[src/rtl/if_stage_if.sv]
// Instruction RAM port bundle between the fetch stage (master) and a
// synchronous, 1-cycle-latency instruction RAM (slave).
interface if_stage_if #(
    parameter int IADR_W = 12
) ();
    logic              imem_re;
    logic [IADR_W-1:0] imem_radr;
    logic [31:0]       imem_rdata;

    modport master (output imem_re, output imem_radr, input imem_rdata);
    modport slave  (input imem_re, input imem_radr, output imem_rdata);
endinterface

[src/rtl/if_stage.sv]
// Instruction fetch stage: issues PC reads to a synchronous instruction RAM,
// hides the RAM latency across stalls with a one-entry hold buffer, kills on flush.
module if_stage #(
    parameter int          IADR_W   = 12,
    parameter logic [31:0] NOP_INST = 32'h00000013
) (
    input  logic         clk,
    input  logic         rst,
    input  logic         stall,
    input  logic         flush,
    input  logic         cpu_stat_pc,
    input  logic [29:0]  pc,
    if_stage_if.master   imem,
    output logic [31:0]  inst_id,
    output logic [29:0]  pc_id,
    output logic         inst_vld_id,
    output logic         fault_id
);

    typedef enum logic {RUN = 1'b0, HOLD = 1'b1} state_t;

    state_t      state_reg, state_next;
    logic        issue;
    logic        addr_fault;
    logic        f1_vld_reg, f1_fault_reg;
    logic [29:0] f1_pc_reg;
    logic        hold_vld_reg;
    logic [31:0] hold_inst_reg;
    logic [31:0] f1_data;
    logic        out_load, hold_capture, hold_clear;
    logic [31:0] inst_id_reg;
    logic [29:0] pc_id_reg;
    logic        inst_vld_id_reg, fault_id_reg;

    // Any PC bit above the RAM word-address range marks the fetch as faulting.
    generate
        if (IADR_W < 30) begin : g_fault
            assign addr_fault = |pc[29:IADR_W];
        end else begin : g_nofault
            assign addr_fault = 1'b0;
        end
    endgenerate

    assign issue          = cpu_stat_pc & ~stall & ~flush;
    assign imem.imem_re   = issue;
    assign imem.imem_radr = pc[IADR_W-1:0];

    // Faulting or empty slots never expose raw RAM data.
    always_comb begin
        f1_data = NOP_INST;
        if (hold_vld_reg)
            f1_data = hold_inst_reg;
        else if (f1_vld_reg && !f1_fault_reg)
            f1_data = imem.imem_rdata;
    end

    always_ff @(posedge clk) begin
        if (rst)
            state_reg <= RUN;
        else
            state_reg <= state_next;
    end

    always_comb begin
        state_next = state_reg;
        if (flush) begin
            state_next = RUN;
        end else begin
            case (state_reg)
                RUN:     if (stall && f1_vld_reg) state_next = HOLD;
                HOLD:    if (!stall)              state_next = RUN;
                default: state_next = RUN;
            endcase
        end
    end

    always_comb begin
        out_load     = ~flush & ~stall;
        hold_capture = ~flush & stall & f1_vld_reg & (state_reg == RUN);
        hold_clear   = flush | (~stall & (state_reg == HOLD));
    end

    always_ff @(posedge clk) begin
        if (rst || flush) begin
            f1_vld_reg   <= 1'b0;
            f1_fault_reg <= 1'b0;
        end else if (!stall) begin
            f1_vld_reg   <= issue;
            f1_fault_reg <= issue & addr_fault;
        end
    end

    always_ff @(posedge clk) begin
        if (!stall && issue)
            f1_pc_reg <= pc;
    end

    // The RAM data is only present on the first stalled cycle, so it is captured there.
    always_ff @(posedge clk) begin
        if (rst || hold_clear)
            hold_vld_reg <= 1'b0;
        else if (hold_capture)
            hold_vld_reg <= 1'b1;
        if (hold_capture)
            hold_inst_reg <= f1_data;
    end

    always_ff @(posedge clk) begin
        if (rst) begin
            inst_id_reg     <= NOP_INST;
            pc_id_reg       <= 30'd0;
            inst_vld_id_reg <= 1'b0;
            fault_id_reg    <= 1'b0;
        end else if (flush) begin
            inst_id_reg     <= NOP_INST;
            inst_vld_id_reg <= 1'b0;
            fault_id_reg    <= 1'b0;
        end else if (out_load) begin
            inst_id_reg     <= f1_data;
            pc_id_reg       <= f1_pc_reg;
            inst_vld_id_reg <= f1_vld_reg;
            fault_id_reg    <= f1_vld_reg & f1_fault_reg;
        end
    end

    assign inst_id     = inst_id_reg;
    assign pc_id       = pc_id_reg;
    assign inst_vld_id = inst_vld_id_reg;
    assign fault_id    = fault_id_reg;

endmodule

[src/flat_wrapper.sv]
// flat-port wrapper written by rule: the top's interface ports become plain ports
module if_stage_flat 
#(
    parameter int          IADR_W   = 12,
    parameter logic [31:0] NOP_INST = 32'h00000013
)
  (clk, rst, stall, flush, cpu_stat_pc, pc, inst_id, pc_id, inst_vld_id, fault_id, imem_imem_re, imem_imem_radr, imem_imem_rdata);
  if_stage_if #(.IADR_W(IADR_W)) imem_i ();
  input  logic clk;
  input  logic rst;
  input  logic stall;
  input  logic flush;
  input  logic cpu_stat_pc;
  input  logic [29:0] pc;
  output logic [31:0] inst_id;
  output logic [29:0] pc_id;
  output logic inst_vld_id;
  output logic fault_id;
  output wire logic [$bits(imem_i.imem_re)-1:0] imem_imem_re;
  output wire logic [$bits(imem_i.imem_radr)-1:0] imem_imem_radr;
  input wire logic [$bits(imem_i.imem_rdata)-1:0] imem_imem_rdata;
  assign imem_imem_re = imem_i.imem_re;
  assign imem_imem_radr = imem_i.imem_radr;
  assign imem_i.imem_rdata = imem_imem_rdata;
  if_stage #(.IADR_W(IADR_W), .NOP_INST(NOP_INST)) u_core (.clk(clk), .rst(rst), .stall(stall), .flush(flush), .cpu_stat_pc(cpu_stat_pc), .pc(pc), .imem(imem_i), .inst_id(inst_id), .pc_id(pc_id), .inst_vld_id(inst_vld_id), .fault_id(fault_id));
endmodule
[config.mk]
export PLATFORM = sky130hd
export DESIGN_NAME = if_stage_flat
export DESIGN_NICKNAME = d
export VERILOG_FILES = /design/src/rtl/if_stage_if.sv /design/src/rtl/if_stage.sv /design/src/flat_wrapper.sv
export SDC_FILE = /design/constraint.sdc
export NUM_CORES = 1
export LEC_CHECK = 0
export ABC_AREA = 1
export BUFFER_PORTS_ARGS = -buffer_cell sky130_fd_sc_hd__buf_2
export CAP_MARGIN = 10
export CORE_MARGIN = 2
export CORE_UTILIZATION = 40
export DETAILED_ROUTE_END_ITERATION = 16
export PLACE_DENSITY = 0.66
export SETUP_SLACK_MARGIN = 0.02
export SLEW_MARGIN = 20
export SYNTH_ARGS = -nofsm -noshare
export SYNTH_HDL_FRONTEND = slang
export SYNTH_SLANG_ARGS = --single-unit
[constraint.sdc]
create_clock -name clk -period 3.7 [get_ports clk]
set_clock_uncertainty 0.15 [all_clocks]
set_input_delay 0.74 -clock clk [delete_from_list [all_inputs] [get_ports clk]]
set_output_delay 0.74 -clock clk [all_outputs]
set_load 0.01 [all_outputs]
==> results of run 1 <==
power breakdown:
group	internal [mW]	switching (mW)	total, mW
combinational	0.0850	0.134	0.219
sequential	1.56	0.0233	1.58
clock	0.930	0.578	1.51
cells by family after synthesis:
family	Yosys count	synth area share [%]
DFF	130	63.39
AOI/OAI and AO/OA	68	7.136
buffers and inverters	78	9.326
and+or+nand+nor	250	20.15
placed cells by master, fill, tap and decap left out:
cell type     n
buf_4         4
nor2_1      137
nand3_1      34
inv_2         2
o21ai_1      29
clkbuf_1      3
nand2_2       1
dfxtp_1      68
o21ai_0      31
inv_6         1
clkinv_1      1
a211oi_2      1
a21oi_1       3
nor3_4        1
clkbuf_8      1
nand2_1      74
inv_4         1
clkbuf_16    17
inv_1        33
clkinvlp_4    4
clkinv_2      5
bufinv_16     1
nor2_8        2
a21oi_2       4
buf_2       143
nor2_4        1
edfxtp_1     62
cells in the mapped netlist, drive strengths merged:
cell and count:
o21ai 60, clkbuf 3, nand2 75, buf 38, inv 37, a21oi 7, edfxtp 62, nor2 140
nor3 1, nand3 34, dfxtp 68, a211oi 1
final cells by class:
cell class | count | area [um2]
Tap cell | 172 | 215.2
Clock inverter | 11 | 88.84
Timing Repair Buffer | 147 | 745.7
Fill cell | 1202 | 6248
Inverter | 37 | 146.4
Multi-Input combinational cell | 318 | 1399
Clock buffer | 21 | 450.4
Sequential cell | 130 | 3223
metal layers:
layer | global-route usage, % | part of all wire, % | vias to the layer above
li1 | - | - | 1941
met1 | 20.53 | 45 | 1790
met2 | 28.29 | 47 | 132
met3 | 5.916 | 7.1 | 9
met4 | 6.980 | 1.2 | 0
met5 | 0 | 0 | -
through the flow:
stage | area, um2 | worst slack [ps] | hold slack (ps)
after CTS | 6269 | 1463 | 324.3
after detailed placement | 5729 | 1390 | 308.6
after global placement | 5729 | 1412 | 301.2
final | 6269 | 1470 | 318.5
after global routing | 6269 | 1427 | 337.2
after floorplan | 5090 | 903.3 | 297.2
worst paths after layout:
kind | slack [ps] | depth (start not counted) | endpoint
max | 1470 | 5 | imem_imem_re
max reg2reg | 2140 | 3 | u_core.hold_inst_reg[9]
min | 320 | 2 | u_core.inst_id[1]
min reg2reg | 320 | 2 | u_core.inst_id[1]
worst max-delay path, delay by kind of cell:
family | cells | cell delay (ps)
and+or+nand+nor | 2 | 190
buffers and inverters | 3 | 400
==> impl_metrics.toml, run 1 <==
[clocking]
cts_resized = 0
tritoncts = "done"
clk_pin_slew_ps = 60
h-tree-depth = 4
cts_setup_buffers = 0
cts_made_buffers = 17
clk_latency_ps = 400
clock_path_buffers = 2
root_buffer = "clkbuf_16"
hold_buffers = 0
cts_sinks = 130

[drt]
wire_per_inst_um = 13.48
drtIter0Drc = 231
drt.antenna.violating_nets = 0
dr.pass1.iters = 6
avgViaCountPerCell = 4.632
route.vias.total = 3872
wirelength_mm = 11.27
drc = 0

[floorplan]
dieWidth_um = 116.8
core_area_um2 = 12520
num_rows = 41
fp.dieArea_um2 = 13630
dieHeight_um = 116.8
initial_core_util_pct = 40.62
pin_count = 144

[sta]
finalSetupTns_ps = 0
fin_crit_ps = 2230
period_share_pct = 60.26
tightest_slew_ps = 1012
hold_viol = 0
setup_violations = 0
drv_slew = 0
fmax_mhz = 448.5
relSlewSlack_pct = 32.45
rsz0062_at_grt = "false"

[run]
max_cap_violations = 0

[final_layout]
final-instance-count-excl-fill = 836
nets = 718
diodes = 0
postLayoutCoreUtil_pct = 50.08
drive_gt1_share_pct = 28.46
syn_to_final_growth_pct = 23.28

[min_path]
hp-class = "flip-flop to flip-flop"
min_from = "u_core.inst_id[1]"

[global_route]
overflow = 0
grt_pass1_wl_mm = 17.73
antenna_found_initial = 0
grt_pass1_vias = 3741
grt_max_degree = 62
gr-usage-all-layers_pct = 17.13

[power]
p_leak_nw = 3.018
vdd_drop_max_mv = 0.2966
power_mw = 3.311
powerDensity_nw_per_um2 = 528.1

[worst_setup_path]
cp-startpoint = "stall"
worstSetupPathType = "input pin to primary output"
worstSetupStartpointType = "input pin"
crit_chain = "buf_2 > nor2_8 > nand2_2 > inv_1 > buf_2"
worstPathMaxFanout = 8
path_common_cell = "buf_2"
arrival_ps = 1340
slowest_delay_ps = 180
endpoint_kind = "primary output"
cp.required_ps = 2810
r2r_start = "u_core.f1_vld_reg"
slowest_stage = "buf_2"

[yosys]
yosysTopAreaCell = "edfxtp_1"
avgSynthCellArea_um2 = 9.667
ys_seq_area_share_pct = 63.39
synth_top_area_share_pct = 36.61
ys_warn_count = 0
synth.area.top_cells = "edfxtp_1, dfxtp_1, nor2_1, nand2_1, nand3_1"
ys_seq_elements = 130
synthDistinctLibCells = 23
synth_cells = 526
syn_nets = 593
syn_area_um2 = 5085

[placed_design]
io_buffers = 143
place_inst = 804
hpwl_mm = 7.274
gp_congestion = 0.7852

[outcome]
status = "complete, no violations"
No activity file was read; power rests on OpenSTA's default activity.
==> run 2: changes to the inputs <==
- clock period: 3.7 -> 1.9 ns (I/O delays scaled with it)
==> run 2 against run 1 <==
  * Register-to-register slack got worse by 1800 ps
  * Die area unchanged
  * Sequential share of layout area decreased by 2.9 points
  * Wire length increased by 2.1%
  * Total power increased by 110%
  * Critical path type unchanged
  * Via count increased by 2.4%
  * Largest power group is now the clock network
  * Sequential power increased by 95%
==> impl_metrics.toml, run 2 (synthesis gave the netlist of run 1 again) <==
[outcome]
status = "complete, no violations"

[worst_setup_path]
r2r_start = "u_core.f1_vld_reg"
cp-startpoint = "pc[11]"
cp.required_ps = 1370
worstPathMaxFanout = 2
arrival_ps = 1180
slowest_delay_ps = 540
path_common_cell = "buf_2"
worstSetupPathType = "input pin to primary output"
path_buf_inv = 3
endpoint_kind = "primary output"
path_delay_family = "buffers and inverters"
worstSetupStartpointType = "input pin"
slowest_stage = "dlygate4sd3_1"
crit_chain = "dlygate4sd3_1 > buf_2 > buf_2"

[sta]
period_share_pct = 90.26
drv_slew = 0
fin_crit_ps = 1715
hold-worst-slack_ps = 18.65
setup_violations = 0
finalSetupTns_ps = 0
fmax_mhz = 583.1
relSlewSlack_pct = 64.17
hold_viol = 0
tightest_slew_ps = 536.7
rsz0062_at_grt = "false"

[drt]
drc = 0
wire_per_inst_um = 13.29
met3_wirelength_um = 956
highest_layer = "met5"
drtIter0Drc = 192
avgViaCountPerCell = 4.579
met2_length_mm = 5.015
route.vias.total = 3965
drt.antenna.violating_nets = 0
dr.pass1.iters = 6
wirelength_mm = 11.51
met1_length_mm = 5.355

[final_layout]
drive_gt1_share_pct = 27.95
diodes = 0
nets = 748
layout_common_cells = "buf_2, nor2_1, nand2_1, dfxtp_1, edfxtp_1"
nFillCells = 1126
postLayoutCoreUtil_pct = 53.07
syn_to_final_growth_pct = 30.63
layout_commonest_cell = "buf_2"

[floorplan]
num_rows = 41
dieWidth_um = 116.8
fp.dieArea_um2 = 13630
initial_core_util_pct = 40.62
pin_count = 144
dieHeight_um = 116.8
core_area_um2 = 12520

[clocking]
clk_pin_slew_ps = 60
cts_setup_buffers = 0
cts_made_buffers = 17
cts_resized = 0
clk_latency_ps = 420
cts_sinks = 130
h-tree-depth = 4
root_buffer = "clkbuf_16"
tritoncts = "done"
clock_path_buffers = 2

[global_route]
grt_max_degree = 62
antenna_found_initial = 1
grt_pass1_vias = 3800
grt_pass1_wl_mm = 18.18
overflow = 0
gr-usage-all-layers_pct = 17.52

[power]
powerDensity_nw_per_um2 = 1022
vdd_drop_max_mv = 0.5242
p_leak_nw = 3.178

[min_path]
min_from = "pc[13]"
hp-class = "input pin to flip-flop"

[placed_design]
io_buffers = 143
gp_congestion = 0.8182
hpwl_mm = 7.391

[run]
max_cap_violations = 0
[run 2: changes by cell type in the layout (fill, tap and decap cells not counted), moves of 2 or more]
cell	delta
clkinv_1	+2
buf_12	+2
buf_4	+2
clkinv_2	-2
dlygate4sd3_1	+26
bufinv_16	+2
[run 2: worst paths after layout]
kind / end / slack [ps] / depth (start not counted)
setup / recovery: imem_imem_radr[11] / 190 / 3
hold / removal: u_core.f1_pc_reg[13] / 20 / 1
setup reg to reg: u_core.inst_id[12] / 370 / 6
hold reg to reg: u_core.fault_id / 310 / 2
[run 2: what timing repair did]
action                     CTS  global route
setup endpoints to repair    0             0
hold buffers                24             2
hold endpoints to repair    24             2
[run 2: final cells by class]
type | count | area [um2] | share of cell area, %
flip-flops and latches | 130 | 3223 | 48.52
multi-input cells | 318 | 1406 | 21.17
repair buffers | 177 | 1061 | 15.97
clock buffers | 20 | 446.7 | 6.724
well taps | 172 | 215.2 | 3.240
inverters | 37 | 150.1 | 2.260
clock inverters | 12 | 140.1 | 2.110
[run 2: per-layer routing]
layer	up-vias	track usage (%)
met5	-	0
met4	2	6.196
met3	15	7.317
met2	147	26.78
met1	1795	22.44
li1	2006	-
[run 2: where the power goes]
group,switching [mW],internal [mW],leakage (nW)
Combinational,0.276,0.208,1.77
Sequential,0.0467,3.04,1.13
Clock,1.15,2.07,0.282
Total,1.47,5.32,3.18
[run 2: through the flow]
step | cell area (um2) | total power [mW] | worst slack (ps) | std cells
finish | 6643 | 6.790 | 185.1 | 866
global route | 6643 | 7.048 | 170.3 | 866
CTS | 6623 | 6.842 | 193.6 | 864
detailed placement | 5796 | 3.581 | 301.9 | 808
global placement | 5796 | 3.570 | 322.0 | 808
floorplan | 5116 | 3.399 | -4.154 | 526
==> run 3: changes to the inputs <==
==> constraint.sdc (replaced) <==
create_clock -name clk -period 1.9 [get_ports clk]
set_clock_uncertainty 0.15 [all_clocks]
set_input_delay 0 -clock clk [delete_from_list [all_inputs] [get_ports clk]]
set_output_delay 0 -clock clk [all_outputs]
set_load 0.01 [all_outputs]
==> run 3 against run 2 <==
  * Register-to-register slack gained 60 ps
  * Utilization up 3.1 points
  * Wire length up 10%
  * Sequential share of layout area fell by 2.7 points
  * Via count rose by 5.0%
  * Combinational power increased by 14%
  * Sequential power barely moved
  * Worst hold slack improved by 140 ps
==> impl_metrics.toml, run 3 (synthesis gave the netlist of run 1 again) <==
[power]
seq_power_share_pct = 45.7
p_sw_mw = 1.589
powerDensity_nw_per_um2 = 958.1
vdd_drop_max_mv = 0.7483
clkPwrFrac_pct = 46.1
p_leak_nw = 3.343
p_int_mw = 5.145
p_sw_share_pct = 23.59
combPwrFrac_pct = 8.2

[worst_setup_path]
worstPathMaxFanout = 16
endpoint_kind = "flip-flop"
critPathCapture = "u_core.f1_vld_reg"
worstSetupPathType = "input pin to flip-flop"
r2r_start = "u_core.f1_vld_reg"
r2r_end = "u_core.inst_id[6]"
arrival_ps = 1770
reg2regPathDepth = 6
ff2ff_setup_slack_ps = 430
cp-startpoint = "stall"
cp.required_ps = 2090
worstSetupStartpointType = "input pin"

[floorplan]
pin_count = 144
dieWidth_um = 116.8
fp.dieArea_um2 = 13630
core_area_um2 = 12520
num_rows = 41
initial_core_util_pct = 40.62
dieHeight_um = 116.8

[global_route]
antenna_found_initial = 0
grt_pass1_wl_mm = 19.84
grt_max_degree = 62
top_usage_layer = "met2"
use_met2_pct = 32.29
met3_usage_pct = 7.525
overflow = 0
grtUsageMet1_pct = 22.57
gr-usage-all-layers_pct = 19.16
grt_pass1_vias = 4038

[final_layout]
diodes = 0
nets = 789
drive_gt1_share_pct = 26.67
layout_common_cells = "buf_2, nor2_1, nand2_1, dlygate4sd3_1, dfxtp_1"
layout_commonest_cell = "buf_2"
nFillCells = 1130
syn_to_final_growth_pct = 38.21

[placed_design]
dp_slack_ps = 416.8
hpwl_mm = 7.402
io_buffers = 143
gp_congestion = 0.7819

[sta]
layout_setup_ws_ps = 316.9
drv_slew = 0
setup_violations = 0
hold_viol = 0
relSlewSlack_pct = 60.91
fmax_mhz = 631.7
period_share_pct = 83.32
finalSetupTns_ps = 0
fin_crit_ps = 1583
tightest_slew_ps = 585.4
rsz0062_at_grt = "false"

[clocking]
cts_resized = 0
tritoncts = "done"
cts_made_buffers = 17
clk_pin_slew_ps = 60
cts_sinks = 130
clk_latency_ps = 410
h-tree-depth = 4
clock_path_buffers = 2
root_buffer = "clkbuf_16"

[drt]
drc = 0
drtIter0Drc = 267
drt.antenna.violating_nets = 0
dr.pass1.iters = 4
wirelength_mm = 12.66
route.vias.total = 4162
wire_per_inst_um = 13.96
avgViaCountPerCell = 4.589

[outcome]
status = "complete, no violations"

[min_path]
hp-class = "input pin to flip-flop"

[run]
max_cap_violations = 0
[run 3: cell count changes in the layout (fill, tap and decap cells not counted), moves of 2 or more]
cell and change:
clkbuf_1 -2, clkinv_1 -3, dlygate4sd3_1 +42, bufinv_16 -2, clkinv_4 +4, inv_6 +3
[run 3: metrics by stage]
stage | cell area [um2] | util (%) | instances | hold slack [ps] | total power, mW
floorplan | 5096 | - | 526 | -58.23 | 3.396
global placement | 5777 | 46.15 | 807 | 38.31 | 3.570
detailed placement | 5777 | 46.15 | 807 | 38.98 | 3.580
CTS | 7028 | 56.15 | 907 | 136.8 | 6.805
global route | 7028 | 56.15 | 907 | 145.6 | 7.014
finish | 7028 | 56.15 | 907 | 157.6 | 6.734
[run 3: layer usage]
layer	part of all wire, %	wire (um)	vias to the layer above
li1	-	-	2089
met1	43	5504	1913
met2	48	6120	149
met3	7.2	912	11
met4	0.97	123	0
met5	0	0	-
[run 3: worst min-delay path by stage]
stage | depth (start not counted) | startpoint | end | slack, ps
6_report | 2 | pc[7] | u_core.f1_pc_reg[7] | 160
5_1_grt | 2 | pc[5] | u_core.f1_pc_reg[5] | 150
4_1_cts | 2 | pc[7] | u_core.f1_pc_reg[7] | 140
3_5_place_dp | 1 | pc[7] | u_core.f1_pc_reg[7] | 40
3_3_place_gp | 1 | pc[9] | u_core.f1_pc_reg[9] | 40
2_1_floorplan | 1 | pc[0] | imem_imem_radr[0] | -60
[run 3: power by group through the flow]
stage / logic (mW) / registers (mW) / clock network [mW]
detailed placement: 0.443 / 3.14 / 0
CTS: 0.551 / 3.08 / 3.17
global route: 0.612 / 3.09 / 3.31
finish: 0.552 / 3.08 / 3.10
global placement: 0.435 / 3.14 / 0
floorplan: 0.229 / 3.17 / 0
[run 3: timing repair]
item,in CTS,in global routing
setup buffers,0,0
hold endpoints to repair,107,0
hold buffers,68,0
[run 3: worst max-delay path: stages]
cell	delay, ps
dlygate4sd3_1	540
buf_2	190
nor2_8	260
nand2_2	100
dlygate4sd3_1	560
a21oi_1	110
[run 3: area by class of cell]
class                      count  area (um2)  area share [%]
multi-input combinational    318        1399           19.90
clock buffer                  18       439.2           6.249
clock inverter                14       131.4           1.869
tap                          172       215.2           3.062
inverter                      37       146.4           2.083
sequential                   130        3223           45.86
timing repair buffer         218        1474           20.97
